==> config.mk <==
export PLATFORM = sky130hd
export DESIGN_NAME = mvu_job_dispatcher
export DESIGN_NICKNAME = d
export VERILOG_FILES = /design/src/rtl/mvu_job_dispatcher.sv
export SDC_FILE = /design/constraint.sdc
export NUM_CORES = 1
export LEC_CHECK = 0
export CAP_MARGIN = 15
export CORE_AREA = 2 2 284 286
export DETAILED_ROUTE_END_ITERATION = 10
export DIE_AREA = 0 0 286 288
export GPL_ROUTABILITY_DRIVEN = 1
export HOLD_SLACK_MARGIN = 0.05
export PLACE_DENSITY = 0.75
export SLEW_MARGIN = 20
export SYNTH_ARGS = -nofsm -noshare
export SYNTH_HDL_FRONTEND = slang
export SYNTH_SLANG_ARGS = --single-unit
==> constraint.sdc <==
create_clock -name clk -period 4.2 [get_ports clk]
set_input_delay 0.84 -clock clk [delete_from_list [all_inputs] [get_ports clk]]
set_output_delay 0.84 -clock clk [all_outputs]
set_load 0.1 [all_outputs]
==> src/rtl/mvu_job_dispatcher.sv <==
// MVU job dispatcher: per-hart job snapshots, round-robin
// arbitration and launch/irq sequencing for one shared MVU engine.
module mvu_job_dispatcher #(
  parameter int NUM_HARTS      = 8,
  parameter int HART_CNT_WIDTH = 3,
  parameter int CD_W           = 29
) (
  input  logic                          clk,
  input  logic                          rst_n,
  input  logic [NUM_HARTS-1:0]          mvu_start,
  input  logic [CD_W*NUM_HARTS-1:0]     csr_mvu_countdown,
  input  logic [6*NUM_HARTS-1:0]        csr_mvu_wprecision,
  input  logic [6*NUM_HARTS-1:0]        csr_mvu_iprecision,
  input  logic [6*NUM_HARTS-1:0]        csr_mvu_oprecision,
  input  logic [15*NUM_HARTS-1:0]       csr_mvu_ibaseaddr,
  input  logic [15*NUM_HARTS-1:0]       csr_mvu_obaseaddr,
  output logic [NUM_HARTS-1:0]          mvu_irq,
  output logic [NUM_HARTS-1:0]          pending,
  output logic [NUM_HARTS-1:0]          drop_err,
  output logic                          eng_start,
  output logic                          eng_busy,
  output logic [HART_CNT_WIDTH-1:0]     eng_hart,
  output logic [CD_W-1:0]               eng_countdown,
  output logic [5:0]                    eng_wprec,
  output logic [5:0]                    eng_iprec,
  output logic [5:0]                    eng_oprec,
  output logic [14:0]                   eng_ibase,
  output logic [14:0]                   eng_obase
);

  typedef enum logic [1:0] {
    S_IDLE,
    S_LAUNCH,
    S_RUN,
    S_DONE
  } state_e;

  state_e                      state_q;
  logic [CD_W-1:0]             cnt_q;
  logic [HART_CNT_WIDTH-1:0]   last_q;

  logic [NUM_HARTS-1:0]        start_q;
  logic [NUM_HARTS-1:0]        pend_q;
  logic [NUM_HARTS-1:0]        pend_d;
  logic [NUM_HARTS-1:0]        drop_q;
  logic [NUM_HARTS-1:0]        drop_d;
  logic [NUM_HARTS-1:0]        irq_q;

  logic                        eng_start_q;
  logic                        eng_busy_q;
  logic [HART_CNT_WIDTH-1:0]   eng_hart_q;
  logic [CD_W-1:0]             eng_cd_q;
  logic [5:0]                  eng_wp_q;
  logic [5:0]                  eng_ip_q;
  logic [5:0]                  eng_op_q;
  logic [14:0]                 eng_ib_q;
  logic [14:0]                 eng_ob_q;

  logic [CD_W-1:0]             snap_cd_q [NUM_HARTS];
  logic [5:0]                  snap_wp_q [NUM_HARTS];
  logic [5:0]                  snap_ip_q [NUM_HARTS];
  logic [5:0]                  snap_op_q [NUM_HARTS];
  logic [14:0]                 snap_ib_q [NUM_HARTS];
  logic [14:0]                 snap_ob_q [NUM_HARTS];

  logic [NUM_HARTS-1:0]        new_req;
  logic [NUM_HARTS-1:0]        active;
  logic [NUM_HARTS-1:0]        accept;
  logic [NUM_HARTS-1:0]        gnt_mask;
  logic                        gnt_vld;
  logic [HART_CNT_WIDTH-1:0]   gnt_idx;
  logic [HART_CNT_WIDTH-1:0]   rr_idx;

  // Round-robin pick: first pending hart after the last one served.
  always_comb begin
    gnt_vld = 1'b0;
    gnt_idx = '0;
    rr_idx  = '0;
    for (int i = 1; i <= NUM_HARTS; i++) begin
      rr_idx = HART_CNT_WIDTH'((int'(last_q) + i) % NUM_HARTS);
      if (!gnt_vld && pend_q[rr_idx]) begin
        gnt_vld = 1'b1;
        gnt_idx = rr_idx;
      end
    end
  end

  // Start edges, ownership, accept/drop and next pending set.
  always_comb begin
    new_req  = mvu_start & ~start_q;
    active   = '0;
    gnt_mask = '0;
    if (state_q == S_LAUNCH || state_q == S_RUN) begin
      active[eng_hart_q] = 1'b1;
    end
    if (state_q == S_IDLE && gnt_vld) begin
      gnt_mask[gnt_idx] = 1'b1;
    end
    accept = new_req & ~pend_q & ~active;
    drop_d = new_req & (pend_q | active);
    pend_d = (pend_q & ~gnt_mask) | accept;
  end

  // Request side: edge history, pending slots, snapshots, drop pulses.
  always_ff @(posedge clk) begin
    if (!rst_n) begin
      start_q <= '0;
      pend_q  <= '0;
      drop_q  <= '0;
      for (int h = 0; h < NUM_HARTS; h++) begin
        snap_cd_q[h] <= '0;
        snap_wp_q[h] <= '0;
        snap_ip_q[h] <= '0;
        snap_op_q[h] <= '0;
        snap_ib_q[h] <= '0;
        snap_ob_q[h] <= '0;
      end
    end else begin
      start_q <= mvu_start;
      pend_q  <= pend_d;
      drop_q  <= drop_d;
      for (int h = 0; h < NUM_HARTS; h++) begin
        if (accept[h]) begin
          snap_cd_q[h] <= csr_mvu_countdown[h*CD_W +: CD_W];
          snap_wp_q[h] <= csr_mvu_wprecision[h*6 +: 6];
          snap_ip_q[h] <= csr_mvu_iprecision[h*6 +: 6];
          snap_op_q[h] <= csr_mvu_oprecision[h*6 +: 6];
          snap_ib_q[h] <= csr_mvu_ibaseaddr[h*15 +: 15];
          snap_ob_q[h] <= csr_mvu_obaseaddr[h*15 +: 15];
        end
      end
    end
  end

  // Engine FSM: grant, launch strobe, countdown and done irq.
  always_ff @(posedge clk) begin
    if (!rst_n) begin
      state_q     <= S_IDLE;
      cnt_q       <= '0;
      last_q      <= HART_CNT_WIDTH'(NUM_HARTS - 1);
      irq_q       <= '0;
      eng_start_q <= 1'b0;
      eng_busy_q  <= 1'b0;
      eng_hart_q  <= '0;
      eng_cd_q    <= '0;
      eng_wp_q    <= '0;
      eng_ip_q    <= '0;
      eng_op_q    <= '0;
      eng_ib_q    <= '0;
      eng_ob_q    <= '0;
    end else begin
      eng_start_q <= 1'b0;
      irq_q       <= '0;
      unique case (state_q)
        S_IDLE: begin
          if (gnt_vld) begin
            state_q     <= S_LAUNCH;
            eng_start_q <= 1'b1;
            eng_busy_q  <= 1'b1;
            eng_hart_q  <= gnt_idx;
            cnt_q       <= snap_cd_q[gnt_idx];
            eng_cd_q    <= snap_cd_q[gnt_idx];
            eng_wp_q    <= snap_wp_q[gnt_idx];
            eng_ip_q    <= snap_ip_q[gnt_idx];
            eng_op_q    <= snap_op_q[gnt_idx];
            eng_ib_q    <= snap_ib_q[gnt_idx];
            eng_ob_q    <= snap_ob_q[gnt_idx];
          end
        end
        S_LAUNCH: begin
          if (cnt_q == '0) begin
            state_q <= S_DONE;
            irq_q   <= NUM_HARTS'(1) << eng_hart_q;
          end else begin
            state_q <= S_RUN;
          end
        end
        S_RUN: begin
          if (cnt_q == CD_W'(1)) begin
            state_q <= S_DONE;
            irq_q   <= NUM_HARTS'(1) << eng_hart_q;
          end else begin
            cnt_q <= cnt_q - CD_W'(1);
          end
        end
        S_DONE: begin
          state_q    <= S_IDLE;
          eng_busy_q <= 1'b0;
          last_q     <= eng_hart_q;
        end
        default: begin
          state_q <= S_IDLE;
        end
      endcase
    end
  end

  assign mvu_irq       = irq_q;
  assign pending       = pend_q;
  assign drop_err      = drop_q;
  assign eng_start     = eng_start_q;
  assign eng_busy      = eng_busy_q;
  assign eng_hart      = eng_hart_q;
  assign eng_countdown = eng_cd_q;
  assign eng_wprec     = eng_wp_q;
  assign eng_iprec     = eng_ip_q;
  assign eng_oprec     = eng_op_q;
  assign eng_ibase     = eng_ib_q;
  assign eng_obase     = eng_ob_q;

endmodule

# Word level (Yosys, flattened, before mapping)
# Memory sizes are Yosys's and may differ from the RTL's. A register that Yosys moved wholly into a read port is not among the register bits.
# Index checks and enable logic that the tools add are counted.
[op_classes]
add_sub_neg = 9
magnitude_cmp = 12
n_eq_ne = 7
shifts = 1
muxes = 124
n_bitwise = 59
reduce_logical = 32
[op_table]
columns = ["op", "n"]
rows = [
  ["$mux W29", 10],
  ["$mux W15", 16],
  ["$mux W6", 24],
  ["$pmux W29 S2", 1],
  ["$or A1 B1 Y1", 48],
  ["$mux W1", 46],
  ["$and A8 B8 Y8", 5],
  ["$lt A3 B4 Y1 const B", 10],
  ["$mux W8", 4],
  ["$not A8 Y8", 4],
  ["$eq A29 B1 Y1 const B", 1],
  ["$logic_not A29 Y1", 1],
  ["$sub A29 B1 Y29 const B", 1],
  ["$bmux W1 S3", 8],
  ["$mux W3", 8],
  ["$or A8 B8 Y8", 2],
  ["$pmux W8 S2", 1],
  ["$add A3 B3 Y3 const B", 4],
  ["$logic_not A1 Y1", 12],
  ["$logic_and A1 B1 Y1", 10],
  ["$pmux W2 S4", 1],
  ["$reduce_and A2 Y1", 4],
  ["$shl A1 B3 Y8 const A", 1],
  ["$add A3 B1 Y3 const B", 2],
  ["13 further kinds", 20],
]
[totals]
ff_bits = 100
ram_bits = 616
inputBits = 626
out_inout_bits = 106
wordCells = 261
n_memories = 6
[mem_list]
columns = ["name", "depth", "width", "read_ports", "rd_clocked_by_memory_dff", "write_ports", "line", "rtl"]
rows = [
  ["snap_cd_q", 8, 29, 1, 0, 8, "59", "logic [CD_W-1:0] snap_cd_q [NUM_HARTS];"],
  ["snap_ib_q", 8, 15, 1, 1, 8, "63", "logic [14:0] snap_ib_q [NUM_HARTS];"],
  ["snap_ob_q", 8, 15, 1, 1, 8, "64", "logic [14:0] snap_ob_q [NUM_HARTS];"],
  ["snap_ip_q", 8, 6, 1, 1, 8, "61", "logic [5:0] snap_ip_q [NUM_HARTS];"],
  ["snap_op_q", 8, 6, 1, 1, 8, "62", "logic [5:0] snap_op_q [NUM_HARTS];"],
  ["snap_wp_q", 8, 6, 1, 1, 8, "60", "logic [5:0] snap_wp_q [NUM_HARTS];"],
]

# Logic depth before layout (Yosys ltp)
[logic_depth]
ltp_word = 33
ltp_mapped = 19
mapped_depth_nobuf = 12

# Worst setup path before layout
# OpenSTA, ideal clock, no wires.
[synth_path]
path_kind = "flip-flop to flip-flop"
startpoint = "register last_q[1]"
endpoint = "register eng_ib_q[14] (netlist: eng_ibase[14]), read port of snap_ib_q"
setup_ns = 0.119
arrival_time_ns = 3.980
required_ns = 4.081
path_slack_ns = 0.101
stages_incl_launch_ff = 17
synth_period_minus_slack_ns = 4.099
cell_sequence = "dfxtp_1 buf_6 buf_2 inv_1 ha_1 buf_2 mux2_2 mux2_2 o221ai_1 mux2_2 o32ai_1 o21ai_1 nand2_1 buf_2 clkbuf_1 o221ai_1 o221a_1"
[synth_via]
elab_chain_len = 26
word_cells_on_any_way = 55
[synth_lines]
columns = ["element", "line", "rtl"]
rows = [
  ["start, declared", "40", "logic [HART_CNT_WIDTH-1:0] last_q;"],
  ["start signal, assigned", "140", "last_q <= HART_CNT_WIDTH'(NUM_HARTS - 1);"],
  ["start signal, assigned", "189", "last_q <= eng_hart_q;"],
  ["$add A3 B1 Y3", "80", "rr_idx = HART_CNT_WIDTH'((int'(last_q) + i) % NUM_HARTS);"],
  ["$bmux W1 S3", "81", "if (!gnt_vld && pend_q[rr_idx]) begin"],
  ["$mux W1 (not written as such)", "81", ""],
  ["$mux W1", "81", ""],
  ["$logic_not A1 Y1", "81", ""],
  ["$logic_and A1 B1 Y1", "81", ""],
  ["$mux W1", "81", ""],
  ["$logic_not A1 Y1", "81", ""],
  ["[... 10 more ...]", "n/a", ""],
  ["$mux W1", "81", ""],
  ["$logic_not A1 Y1", "81", ""],
  ["$logic_and A1 B1 Y1", "81", ""],
  ["$mux W1", "81", ""],
  ["$logic_not A1 Y1", "81", ""],
  ["$logic_and A1 B1 Y1", "81", ""],
  ["$mux W1", "81", ""],
  ["$reduce_and A2 Y1 (no source line)", "n/a", ""],
  ["end, declared", "56", "logic [14:0] eng_ib_q;"],
]
# Parallel ways exist; a longest one is shown, timed or not. The select of a mux whose other input is x is not followed.
# A chain may end at the register's enable or synchronous reset.

# Worst setup path after layout
[layout_path]
startpoint = "register last_q[1]"
endpoint = "register eng_ob_q[2] (netlist: eng_obase[2]), read port of snap_ob_q"
[layout_via]
elab_chain_len = 26
word_cells_on_any_way = 55
[layout_lines]
columns = ["element", "line", "rtl"]
rows = [
  ["$add A3 B1 Y3", "80", ""],
  ["$bmux W1 S3", "81", ""],
  ["$mux W1 (not written as such)", "81", ""],
  ["$mux W1", "81", ""],
  ["$logic_not A1 Y1", "81", ""],
  ["$logic_and A1 B1 Y1", "81", ""],
  ["$mux W1", "81", ""],
  ["$logic_not A1 Y1", "81", ""],
  ["[... 10 more ...]", "n/a", ""],
  ["$mux W1", "81", ""],
  ["$logic_not A1 Y1", "81", ""],
  ["$logic_and A1 B1 Y1", "81", ""],
  ["$mux W1", "81", ""],
  ["$logic_not A1 Y1", "81", ""],
  ["$logic_and A1 B1 Y1", "81", ""],
  ["$mux W1", "81", ""],
  ["$reduce_and A2 Y1 (no source line)", "n/a", ""],
  ["end, declared", "57", "logic [14:0] eng_ob_q;"],
]
# Parallel ways exist; a longest one is shown, timed or not. The select of a mux whose other input is x is not followed.

==> flow_metrics.env <==
export IMPL_outcome="finished, final reports clean"
export IMPL_drc=0
export IMPL_min_delay_start="start_q[1]"
export IMPL_rr_worst_depth=14
export IMPL_start_util_pct=43.8
export IMPL_synth_edf_count=616
export IMPL_dr_pass1_iters=5
export IMPL_final_min_clock_period_ns=4.16
export IMPL_final_common_cell="clkdlybuf4s50_1"
export IMPL_ios=732
export IMPL_initialDrtViolationCount=2563
export IMPL_layout_nets=4200
export IMPL_dieArea_um2=82400
export IMPL_clock_latency_ns=0.65
export IMPL_cts_tree="built"
export IMPL_ys_seq_area_share_pct=61.6
export IMPL_finClkSkew_ns=0.0237
export IMPL_track_usage_pct=31.7
export IMPL_p_leak_nw=18.6
export IMPL_synthToLayoutAreaGrowth_pct=38.0
export IMPL_antenna_found_initial=12
export IMPL_netlist_instances=2717
export IMPL_core_area_um2=79600
export IMPL_swShare_pct=46.2
export IMPL_setup_worst_path_end_class="flip-flop"
export IMPL_synth_seq_cells=764
export IMPL_cts_sinks=764
export IMPL_pwr_share_comb_pct=59.3
export IMPL_seq_power_share_pct=24.0
export IMPL_vias_per_cell=5.73
export IMPL_p_clk_share_pct=16.8
export IMPL_drive_gt1_share_pct=15.8
export IMPL_finish_utilization_pct=60.4
export IMPL_hpwl_um=98900
export IMPL_h_tree_depth=3
export IMPL_clk_pin_slew_worst_paths_ns=0.06
export IMPL_grt_max_degree=169
export IMPL_port_buffers=731
export IMPL_finalSetupViolCount=0
export IMPL_whs_path_depth=1
export IMPL_synth_warnings=0
export IMPL_synthArstFlopShare_pct=0
export IMPL_required_ns=4.78
export IMPL_vias=26888
export IMPL_internal_power_w=0.0235
export IMPL_timing_fmax_ghz=0.240
export IMPL_ys_flop_type="edfxtp_1"
export IMPL_multiInputGateArea_um2=12900
export IMPL_ant_nets=0
export IMPL_synth_nets=3352
export IMPL_seq_area_um2=21500
export IMPL_rsz0062_at_grt="true"
export IMPL_clk_path_buf_depth=3
export IMPL_mostFrequentLayoutCells="clkdlybuf4s50_1 (707), and2_1 (640), edfxtp_1 (616), buf_4 (223), mux2i_1 (177)"
export IMPL_rows=104
export IMPL_wl_um=135000
export IMPL_finalCritPeriodShare_pct=99.0
export IMPL_min_to="drop_err[1]"
export IMPL_drv_cap=0
export IMPL_routedWlPerCell_um=28.7
export IMPL_netlist_area_um2=34800
export IMPL_worstMarginPinSlew_ns=1.17
export IMPL_ys_types=68
export IMPL_worst_ep_arrival_time_ns=4.74
export IMPL_rrSetupSlack_ns=0.04
export IMPL_power_density_nw_per_um2=908
export IMPL_r2r_end="eng_obase[2]"
export IMPL_hold_buffers=0
export IMPL_cts_root_buf="clkbuf_16"
export IMPL_synth_avg_cell_area_um2=12.8
export IMPL_maxSlewHeadroom_pct=21.6
export IMPL_die_h_um=288
export IMPL_peakVddDrop_mv=0.859
export IMPL_grt_pass1_wl_um=187000
export IMPL_setup_tns_final_ns=0
export IMPL_die_x_um=286
export IMPL_grt_pass1_vias=27049
export IMPL_startpoint_type="flip-flop"
export IMPL_cts_made_buffers=82
export IMPL_fill_cells=6213
export IMPL_cp_max_fo=37
export IMPL_hold_path_class="reg2reg"
export IMPL_place_congestion=0.988
export IMPL_hold_viol=0
export IMPL_crit_type="reg2reg"
export IMPL_drv_slew=0
export IMPL_power_switching_w=0.0202
export IMPL_overflow=0
export IMPL_r2r_start="last_q[1]"
## how the worst max path moves through the flow
stage               startpoint       endpoint
finish               last_q[1]   eng_obase[2]
global route         last_q[1]  eng_ibase[11]
CTS                  last_q[1]      cnt_q[18]
detailed placement   last_q[0]   eng_ibase[8]
global placement     last_q[0]   eng_iprec[5]
floorplan            last_q[1]  eng_ibase[14]
## logic make-up after synthesis
| group | share of synthesized area [%] |
|---|---|
| xor+xnor | 0.151 |
| simple gates | 16.9 |
| fa+ha+maj | 0.323 |
| flops | 61.6 |
| mux | 6.61 |
| compound gates | 11.6 |
| buf+inv | 2.88 |
## metrics by stage
| stage | hold slack [ns] | instance area, µm² | worst slack (ns) | instances | total power, W |
|---|---|---|---|---|---|
| floorplan | 0.388 | 34800 | 0.101 | 2717 | 0.0242 |
| global placement | 0.398 | 44800 | -0.418 | 4525 | 0.0345 |
| detailed placement | 0.395 | 44800 | -0.435 | 4525 | 0.0347 |
| CTS | 0.405 | 47800 | 0.0283 | 4677 | 0.0427 |
| global route | 0.432 | 48100 | -0.0576 | 4695 | 0.0451 |
| finish | 0.408 | 48100 | 0.0409 | 4696 | 0.0437 |
## what timing repair did
item | CTS | global route
setup buffers | 0 | 13
pin swaps | 3 | 5
resized for setup | 49 | 26
cloned | 1 | 3
setup endpoints to repair | 50 | 94
## cells in the mapped netlist, drive strengths merged (4+ instances only)
| library cell | number | area, µm² |
|---|---|---|
| and2 | 644 | 4030 |
| edfxtp | 616 | 18500 |
| mux2i | 186 | 1870 |
| clkbuf | 151 | 567 |
| dfxtp | 148 | 2960 |
| nand2 | 144 | 541 |
| nor2 | 100 | 383 |
| a221oi | 98 | 1320 |
| buf | 62 | 374 |
| o21ai | 56 | 280 |
| o221ai | 54 | 473 |
| a21oi | 50 | 250 |
| o221a | 48 | 541 |
| nand3 | 42 | 210 |
| nor3 | 27 | 135 |
| a211oi | 25 | 188 |
| a31oi | 18 | 113 |
| and3 | 17 | 106 |
| inv | 17 | 63.8 |
| o31ai | 16 | 120 |
| or3 | 16 | 100 |
| a221o | 14 | 140 |
| mux2 | 14 | 158 |
| o22ai | 14 | 87.6 |
| o211ai | 13 | 103 |
| mux4 | 12 | 270 |
| a32oi | 10 | 87.6 |
| ha | 9 | 113 |
| nand3b | 9 | 67.6 |
| nor3b | 8 | 60.1 |
| nand2b | 7 | 43.8 |
| nor2b | 7 | 43.8 |
| o41ai | 7 | 61.3 |
| nand4b | 6 | 52.6 |
| a22oi | 5 | 37.5 |
| nor4 | 5 | 31.3 |
| nand4 | 4 | 25.0 |
| or4 | 4 | 30.0 |
## metal layers
| metal | part of all wire [%] | vias to the layer above | track usage (%) | wire, µm |
|---|---|---|---|---|
| met5 | 0.047 | - | 0 | 63 |
| met4 | 7.1 | 10 | 19.7 | 9610 |
| met3 | 7.5 | 352 | 5.56 | 10100 |
| met2 | 50 | 1507 | 54.7 | 67400 |
| met1 | 35 | 13185 | 36.6 | 47700 |
| li1 | - | 11834 | - | - |
## power groups by stage
stage | Clock (W) | Combinational [W] | Sequential, W
floorplan | 0 | 0.0119 | 0.0124
global placement | 0 | 0.0239 | 0.0105
detailed placement | 0 | 0.0241 | 0.0106
CTS | 0.00737 | 0.0249 | 0.0104
global route | 0.00764 | 0.0270 | 0.0105
finish | 0.00732 | 0.0259 | 0.0105
## layout make-up
cell class	instances	share of cell area (%)
flip-flops and latches	764	44.6
multi-input cells	1723	26.8
repair buffers	977	20.1
clock buffers	105	4.64
well taps	1060	2.76
clock inverters	47	0.973
inverters	17	0.133
diodes	3	0.0156
## worst max-delay path, stage by stage, from the launching register on
cell,delay (ns)
dfxtp_1,0.36
inv_1,0.10
ha_4,0.32
buf_12,0.12
mux2_2,0.34
mux4_2,0.53
or4_1,0.42
a32o_1,0.28
o21ai_1,0.16
buf_6,0.25
nand2_4,0.08
buf_12,0.21
buf_6,0.24
o221ai_2,0.41
o221a_1,0.24
## sequential cells by signal, summed over array words and instances, names as in the netlist, 6 cells and up
signal,cells
mvu_irq,8
eng_countdown,29
eng_ibase,15
eng_oprec,6
snap_ib_q,120
drop_err,8
snap_ip_q,48
cnt_q,29
eng_wprec,6
pending,8
start_q,8
snap_ob_q,120
eng_iprec,6
snap_op_q,48
snap_cd_q,232
eng_obase,15
snap_wp_q,48
Note: power is estimated with default switching activity, not from simulation.
